<file path="config.mk">
export PLATFORM = sky130hd
export DESIGN_NAME = idli_uart_rx_m
export DESIGN_NICKNAME = d
export VERILOG_FILES = /design/src/rtl/idli_pkg.sv /design/src/rtl/idli_uart_rx_fifo_m.sv /design/src/rtl/idli_uart_rx_m.sv
export SDC_FILE = /design/constraint.sdc
export NUM_CORES = 1
export LEC_CHECK = 0
export ABC_AREA = 1
export BUFFER_PORTS_ARGS = -buffer_cell sky130_fd_sc_hd__clkbuf_2
export CORE_MARGIN = 4
export CORE_UTILIZATION = 50
export CTS_BUF_LIST = sky130_fd_sc_hd__clkbuf_2
export DETAILED_ROUTE_END_ITERATION = 12
export MAX_ROUTING_LAYER = met4
export PLACE_DENSITY_LB_ADDON = 0.1
export SLEW_MARGIN = 20
export SYNTH_ARGS = -nofsm -noshare
export SYNTH_HDL_FRONTEND = slang
export SYNTH_SLANG_ARGS = --single-unit
</file>
<file path="constraint.sdc">
create_clock -name i_urx_gck -period 6 [get_ports i_urx_gck]
set_input_delay 0 -clock i_urx_gck [delete_from_list [all_inputs] [get_ports i_urx_gck]]
set_output_delay 0 -clock i_urx_gck [all_outputs]
set_load 0.005 [all_outputs]
</file>
<file path="src/rtl/idli_pkg.sv">
// Shared types and constants for the idli UART blocks.
package idli_pkg;

    localparam int UART_DATA_BITS = 8;

    typedef logic [UART_DATA_BITS-1:0] uart_byte_t;

    typedef enum logic [2:0] {
        IDLE,
        START,
        DATA,
        STOP,
        BREAK
    } uart_rx_state_t;

endpackage

</file>
<file path="src/rtl/idli_uart_rx_fifo_m.sv">
// Small byte FIFO with a push/full write side and a valid/ready read side.
module idli_uart_rx_fifo_m
    import idli_pkg::*;
#(
    parameter int FIFO_DEPTH = 4
) (
    input  logic       i_clk,
    input  logic       i_rst_n,
    input  logic       i_push,
    input  uart_byte_t i_data,
    output logic       o_full,
    output uart_byte_t o_data,
    output logic       o_valid,
    input  logic       i_ready
);

    localparam int PTR_W = $clog2(FIFO_DEPTH);

    uart_byte_t       r_mem [FIFO_DEPTH];
    logic [PTR_W-1:0] r_wr;
    logic [PTR_W-1:0] r_rd;
    logic [PTR_W:0]   r_cnt;

    logic w_pop;
    logic w_push;

    assign o_full  = (r_cnt == (PTR_W+1)'(FIFO_DEPTH));
    assign o_valid = (r_cnt != '0);
    assign o_data  = r_mem[r_rd];

    // A pop in the same cycle frees the slot a push into a full FIFO needs.
    assign w_pop  = o_valid & i_ready;
    assign w_push = i_push & (~o_full | w_pop);

    always_ff @(posedge i_clk or negedge i_rst_n) begin
        if (!i_rst_n) begin
            r_wr  <= '0;
            r_rd  <= '0;
            r_cnt <= '0;
            for (int i = 0; i < FIFO_DEPTH; i++) begin
                r_mem[i] <= '0;
            end
        end else begin
            if (w_push) begin
                r_mem[r_wr] <= i_data;
                r_wr        <= r_wr + PTR_W'(1);
            end
            if (w_pop) begin
                r_rd <= r_rd + PTR_W'(1);
            end
            case ({w_push, w_pop})
                2'b10:   r_cnt <= r_cnt + (PTR_W+1)'(1);
                2'b01:   r_cnt <= r_cnt - (PTR_W+1)'(1);
                default: r_cnt <= r_cnt;
            endcase
        end
    end

endmodule

</file>
<file path="src/rtl/idli_uart_rx_m.sv">
// 8N1 UART receiver: synchroniser, bit-timing FSM and a byte FIFO with
// sticky frame-error / overflow flags.
module idli_uart_rx_m
    import idli_pkg::*;
#(
    parameter int CYCLES_PER_BIT = 16,
    parameter int FIFO_DEPTH     = 4
) (
    input  logic       i_urx_gck,
    input  logic       i_urx_rst_n,
    input  logic       i_urx_rx,
    output logic [7:0] o_urx_data,
    output logic       o_urx_valid,
    input  logic       i_urx_ready,
    output logic       o_urx_frame_err,
    output logic       o_urx_overflow,
    input  logic       i_urx_clr
);

    localparam int CNT_W = $clog2(CYCLES_PER_BIT);
    localparam logic [CNT_W-1:0] HALF_RELOAD = CNT_W'(CYCLES_PER_BIT/2 - 1);
    localparam logic [CNT_W-1:0] BIT_RELOAD  = CNT_W'(CYCLES_PER_BIT - 1);

    logic           r_sync1;
    logic           r_sync2;
    uart_rx_state_t r_state;
    logic [CNT_W-1:0] r_cnt;
    logic [2:0]     r_idx;
    uart_byte_t     r_shift;
    logic           r_push;
    uart_byte_t     r_byte;
    logic           r_frame_err;
    logic           r_overflow;

    uart_rx_state_t w_state_nxt;
    logic [CNT_W-1:0] w_cnt_nxt;
    logic [2:0]     w_idx_nxt;
    uart_byte_t     w_shift_nxt;
    logic           w_push_nxt;
    logic           w_fe_set;
    logic           w_ovf_set;
    logic           w_rx_sync;
    logic           w_expire;
    logic           w_full;
    logic           w_pop;

    assign w_rx_sync = r_sync2;
    assign w_expire  = (r_cnt == '0);

    always_ff @(posedge i_urx_gck or negedge i_urx_rst_n) begin
        if (!i_urx_rst_n) begin
            r_sync1 <= 1'b1;
            r_sync2 <= 1'b1;
        end else begin
            r_sync1 <= i_urx_rx;
            r_sync2 <= r_sync1;
        end
    end

    always_comb begin
        w_state_nxt = r_state;
        w_cnt_nxt   = r_cnt - CNT_W'(1);
        w_idx_nxt   = r_idx;
        w_shift_nxt = r_shift;
        w_push_nxt  = 1'b0;
        w_fe_set    = 1'b0;
        case (r_state)
            IDLE: begin
                w_cnt_nxt = r_cnt;
                if (!w_rx_sync) begin
                    w_state_nxt = START;
                    w_cnt_nxt   = HALF_RELOAD;
                end
            end
            START: begin
                if (w_expire) begin
                    if (w_rx_sync) begin
                        w_state_nxt = IDLE;
                    end else begin
                        w_state_nxt = DATA;
                        w_cnt_nxt   = BIT_RELOAD;
                        w_idx_nxt   = '0;
                    end
                end
            end
            DATA: begin
                if (w_expire) begin
                    w_shift_nxt = {w_rx_sync, r_shift[UART_DATA_BITS-1:1]};
                    w_cnt_nxt   = BIT_RELOAD;
                    w_idx_nxt   = r_idx + 3'd1;
                    if (r_idx == 3'(UART_DATA_BITS - 1)) begin
                        w_state_nxt = STOP;
                    end
                end
            end
            STOP: begin
                if (w_expire) begin
                    if (w_rx_sync) begin
                        w_push_nxt  = 1'b1;
                        w_state_nxt = IDLE;
                    end else begin
                        w_fe_set    = 1'b1;
                        w_state_nxt = BREAK;
                    end
                end
            end
            BREAK: begin
                // Held-low line: stay here so a break yields one error only.
                w_cnt_nxt = r_cnt;
                if (w_rx_sync) begin
                    w_state_nxt = IDLE;
                end
            end
            default: w_state_nxt = IDLE;
        endcase
    end

    always_ff @(posedge i_urx_gck or negedge i_urx_rst_n) begin
        if (!i_urx_rst_n) begin
            r_state <= IDLE;
            r_cnt   <= '0;
            r_idx   <= '0;
            r_shift <= '0;
            r_push  <= 1'b0;
            r_byte  <= '0;
        end else begin
            r_state <= w_state_nxt;
            r_cnt   <= w_cnt_nxt;
            r_idx   <= w_idx_nxt;
            r_shift <= w_shift_nxt;
            r_push  <= w_push_nxt;
            if (w_push_nxt) begin
                r_byte <= r_shift;
            end
        end
    end

    assign w_pop     = o_urx_valid & i_urx_ready;
    assign w_ovf_set = r_push & w_full & ~w_pop;

    // Set wins over a coincident clear so no event is ever lost.
    always_ff @(posedge i_urx_gck or negedge i_urx_rst_n) begin
        if (!i_urx_rst_n) begin
            r_frame_err <= 1'b0;
            r_overflow  <= 1'b0;
        end else begin
            r_frame_err <= w_fe_set  | (r_frame_err & ~i_urx_clr);
            r_overflow  <= w_ovf_set | (r_overflow  & ~i_urx_clr);
        end
    end

    assign o_urx_frame_err = r_frame_err;
    assign o_urx_overflow  = r_overflow;

    idli_uart_rx_fifo_m #(
        .FIFO_DEPTH (FIFO_DEPTH)
    ) u_fifo (
        .i_clk   (i_urx_gck),
        .i_rst_n (i_urx_rst_n),
        .i_push  (r_push),
        .i_data  (r_byte),
        .o_full  (w_full),
        .o_data  (o_urx_data),
        .o_valid (o_urx_valid),
        .i_ready (i_urx_ready)
    );

endmodule

</file>
==> flow_summary.yaml <==
run_status:
  status: "completed"
floorplanning:
  die-height_microns: 89.1
  num_rows: 29
  die_area_sq_um: 7930
  top_level_ports: 16
  initial_core_util: 0.517
  die_width_microns: 89.1
  core_sq_um: 6350
synthesis:
  yosysTopAreaCell: "dfrtp_1"
  synth.top_cells.by_count: "nand2_1 (125), dfrtp_1 (68), o21ai_0 (54)"
  synth_area_leaders: "dfrtp_1 (52%), nand2_1 (14%), o21ai_0 (8.2%)"
  synth-edff-count: 0
  synth_seq_cells: 70
  synth_ff_type: "dfrtp_1"
  synth.distinct_cells: 29
  synthCells: 383
  async_flop_share: 1.00
  syn_avg_cell_area_sq_um: 8.58
  synth_top_cell_area_share: 0.518
  ys_warn_count: 0
  syn-num-nets: 397
  yosysSeqAreaShare: 0.534
  synth.most_common_cell: "nand2_1"
  netlist_area_sq_um: 3280
cts:
  tritoncts: "done"
  cts_resized: 0
  cts.reportedPaths.clkPinSlew_ps: 180
  clock_path_buffers: 2
  cts.sinks: 70
  cts_made_buffers: 9
  cts-root-buf: "clkbuf_2"
  cts.htree.levels: 3
  clk_latency_ps: 480
finish:
  n_antenna_cell: 0
  fin_nets: 420
  areaGrowthSynthToFinish_pct: 7.62
  regArea_sq_um: 1750
  multi_input_area_sq_um: 1350
  drive_gt1_frac: 0.114
  fillers: 611
placement:
  dp_hpwl_mm: 4.46
  numPortBuffers: 15
  place_congestion: 0.819
setup_path:
  crit_path_start_kind: "flop"
  cp_max_fo: 40
  cp.required_ps: 6370
  r2r_start: "u_fifo.r_cnt[0]$_DFFE_PN0P_"
  worstRegToRegCells: 9
  slowest_delay_ps: 620
  cp_num_cells: 9
  critPathTopFamily: "simple AND/OR/NAND/NOR gates"
  end_kind: "flop"
  r2r_slack_ps: 3320
  slowest_stage: "nand2_2"
  worstPathArrival_ps: 3050
  cp_cell_sequence: "nor2_1 -> nand3_1 -> nand2_2 -> ha_1 -> inv_1 -> fa_1 -> a21oi_1 -> o21ai_0 -> xor2_1"
  r2r_end: "u_fifo.r_cnt[2]$_DFFE_PN0P_"
  worst-setup-path-type: "flop to flop"
  path_buf_inv: 1
pwr:
  p_leak_nw: 1.97
  ir_worst_vdd_v: 0.000220
  p_per_area_nw_per_um2: 358
min_path:
  min_path_type: "input pin to flop"
  min_path_cells: 2
  holdCritStartpoint: "i_urx_rx"
  hold_end: "r_sync1$_DFF_PN1_"
detailed_routing:
  drt-initial-drc-count: 143
  via_per_inst: 5.25
  finalWirelength_mm: 6.59
  dr.pass1.iters: 4
  drc: 0
  ant_nets: 0
  wire_per_inst_microns: 13.5
  num_vias: 2563
sta:
  whs_ps: 144
  fin_setup_tns_ps: 0
  rsz0062_at_grt: "no"
  slew_headroom: 0.421
  worst_pin_slew_ps: 868
  period_share: 0.447
  fin_worst_skew_ps: 29.3
  finalMaxSlewViolations: 0
  setup-violations-final: 0
  layout_min_cycle_time_ps: 2680
  final_hold_viol_count: 0
  max_freq_mhz: 373
global_route:
  grt_max_degree: 71
  grt_first_pass_wirelength_mm: 11.6
  grt_use_total: 0.192
  antenna_found_initial: 0
  overflow: 0
  first_global_vias: 2588
job:
  max_cap_viol_count: 0
routing by layer:
layer / vias to the layer above / track usage / routed length (microns)
li1: 1284 / - / -
met3: 9 / 0.0304 / 159
met1: 1236 / 0.234 / 3100
met2: 34 / 0.314 / 3220
met5: - / - / 0
met4: 0 / 0.0853 / 106
area by class of cell:
| cell class | count | area share |
|---|---|---|
| Clock buffer | 11 | 0.0156 |
| Clock inverter | 5 | 0.00779 |
| Inverter | 32 | 0.0340 |
| Multi-Input combinational cell | 272 | 0.382 |
| Sequential cell | 70 | 0.496 |
| Tap cell | 77 | 0.0273 |
| Timing Repair Buffer | 21 | 0.0375 |
worst reg2reg max path: stages (launching register included):
cell,delay [ps]
dfrtp_1,440
nor2_1,190
nand3_1,140
nand2_2,620
ha_1,270
inv_1,80
fa_1,440
a21oi_1,140
o21ai_0,110
xor2_1,160
through the flow:
| step | area (sq um) | utilization | setup WS [ps] | total power, mW | std cells |
|---|---|---|---|---|---|
| after CTS | 3530 | 0.557 | 3340 | 1.28 | 488 |
| after detailed placement | 3400 | 0.536 | 3360 | 1.06 | 467 |
| after floorplan | 3280 | - | 3980 | 0.920 | 383 |
| after global routing | 3530 | 0.557 | 3150 | 1.37 | 488 |
| final | 3530 | 0.557 | 3320 | 1.27 | 488 |
| after global placement | 3400 | 0.536 | 3380 | 1.05 | 467 |
state kept, by name, indices dropped and copies added (netlist names):
| register | count |
|---|---|
| r_sync1 | 1 |
| u_fifo.r_cnt | 3 |
| u_fifo.r_rd | 2 |
| r_byte | 8 |
| r_sync2 | 1 |
| u_fifo.r_wr | 2 |
| u_fifo.r_mem | 32 |
| r_cnt | 4 |
| r_shift | 8 |
| r_state | 3 |
| r_push | 1 |
| o_urx_overflow | 1 |
| o_urx_frame_err | 1 |
| r_idx | 3 |
report_power, final:
part,leakage (nW),switching (mW),internal (mW)
sequential,0.935,0.0762,0.537
combinational,0.971,0.279,0.158
clock,0.0615,0.160,0.0552
total,1.97,0.516,0.750
cell families (layout without fill, tap and decap cells):
family / after synthesis / after routing / share of synthesized area
AOI/OAI and AO/OA: 83 / 83 / 0.132
xor gates and xnor gates: 5 / 5 / 0.0133
adders and majority gates: 9 / 9 / 0.0366
buffers and inverters: 41 / 69 / 0.0552
DFF: 70 / 70 / 0.534
and+or+nand+nor: 175 / 175 / 0.229
layout by cell type (no fill, tap or decap), types with 5 or more instances in the layout:
master	synthesis	final
a21oi_1	6	6
o22ai_1	9	9
nor2_4	5	5
nand3_1	10	10
o21ai_0	54	54
dfrtp_1	68	68
nand2_1	125	125
inv_1	30	30
clkbuf_2	0	25
nor2_1	27	27
dlygate4sd3_1	0	5
ha_1	8	8
o21ai_1	11	11
timing repair:
action,in CTS,in global routing
hold buffers,5,0
setup buffers,0,0
endpoints found under the hold margin,73,0
how the worst max path moves through the flow:
stage | from | end | slack, ps
floorplan | u_fifo.r_cnt[0]$_DFFE_PN0P_ | u_fifo.r_cnt[2]$_DFFE_PN0P_ | 3980
global placement | u_fifo.r_cnt[0]$_DFFE_PN0P_ | u_fifo.r_cnt[2]$_DFFE_PN0P_ | 3380
detailed placement | u_fifo.r_cnt[0]$_DFFE_PN0P_ | u_fifo.r_cnt[2]$_DFFE_PN0P_ | 3360
CTS | u_fifo.r_cnt[0]$_DFFE_PN0P_ | u_fifo.r_cnt[2]$_DFFE_PN0P_ | 3340
global route | u_fifo.r_cnt[0]$_DFFE_PN0P_ | u_fifo.r_cnt[2]$_DFFE_PN0P_ | 3150
finish | u_fifo.r_cnt[0]$_DFFE_PN0P_ | u_fifo.r_cnt[2]$_DFFE_PN0P_ | 3320
(Power assumes the default switching activity.)
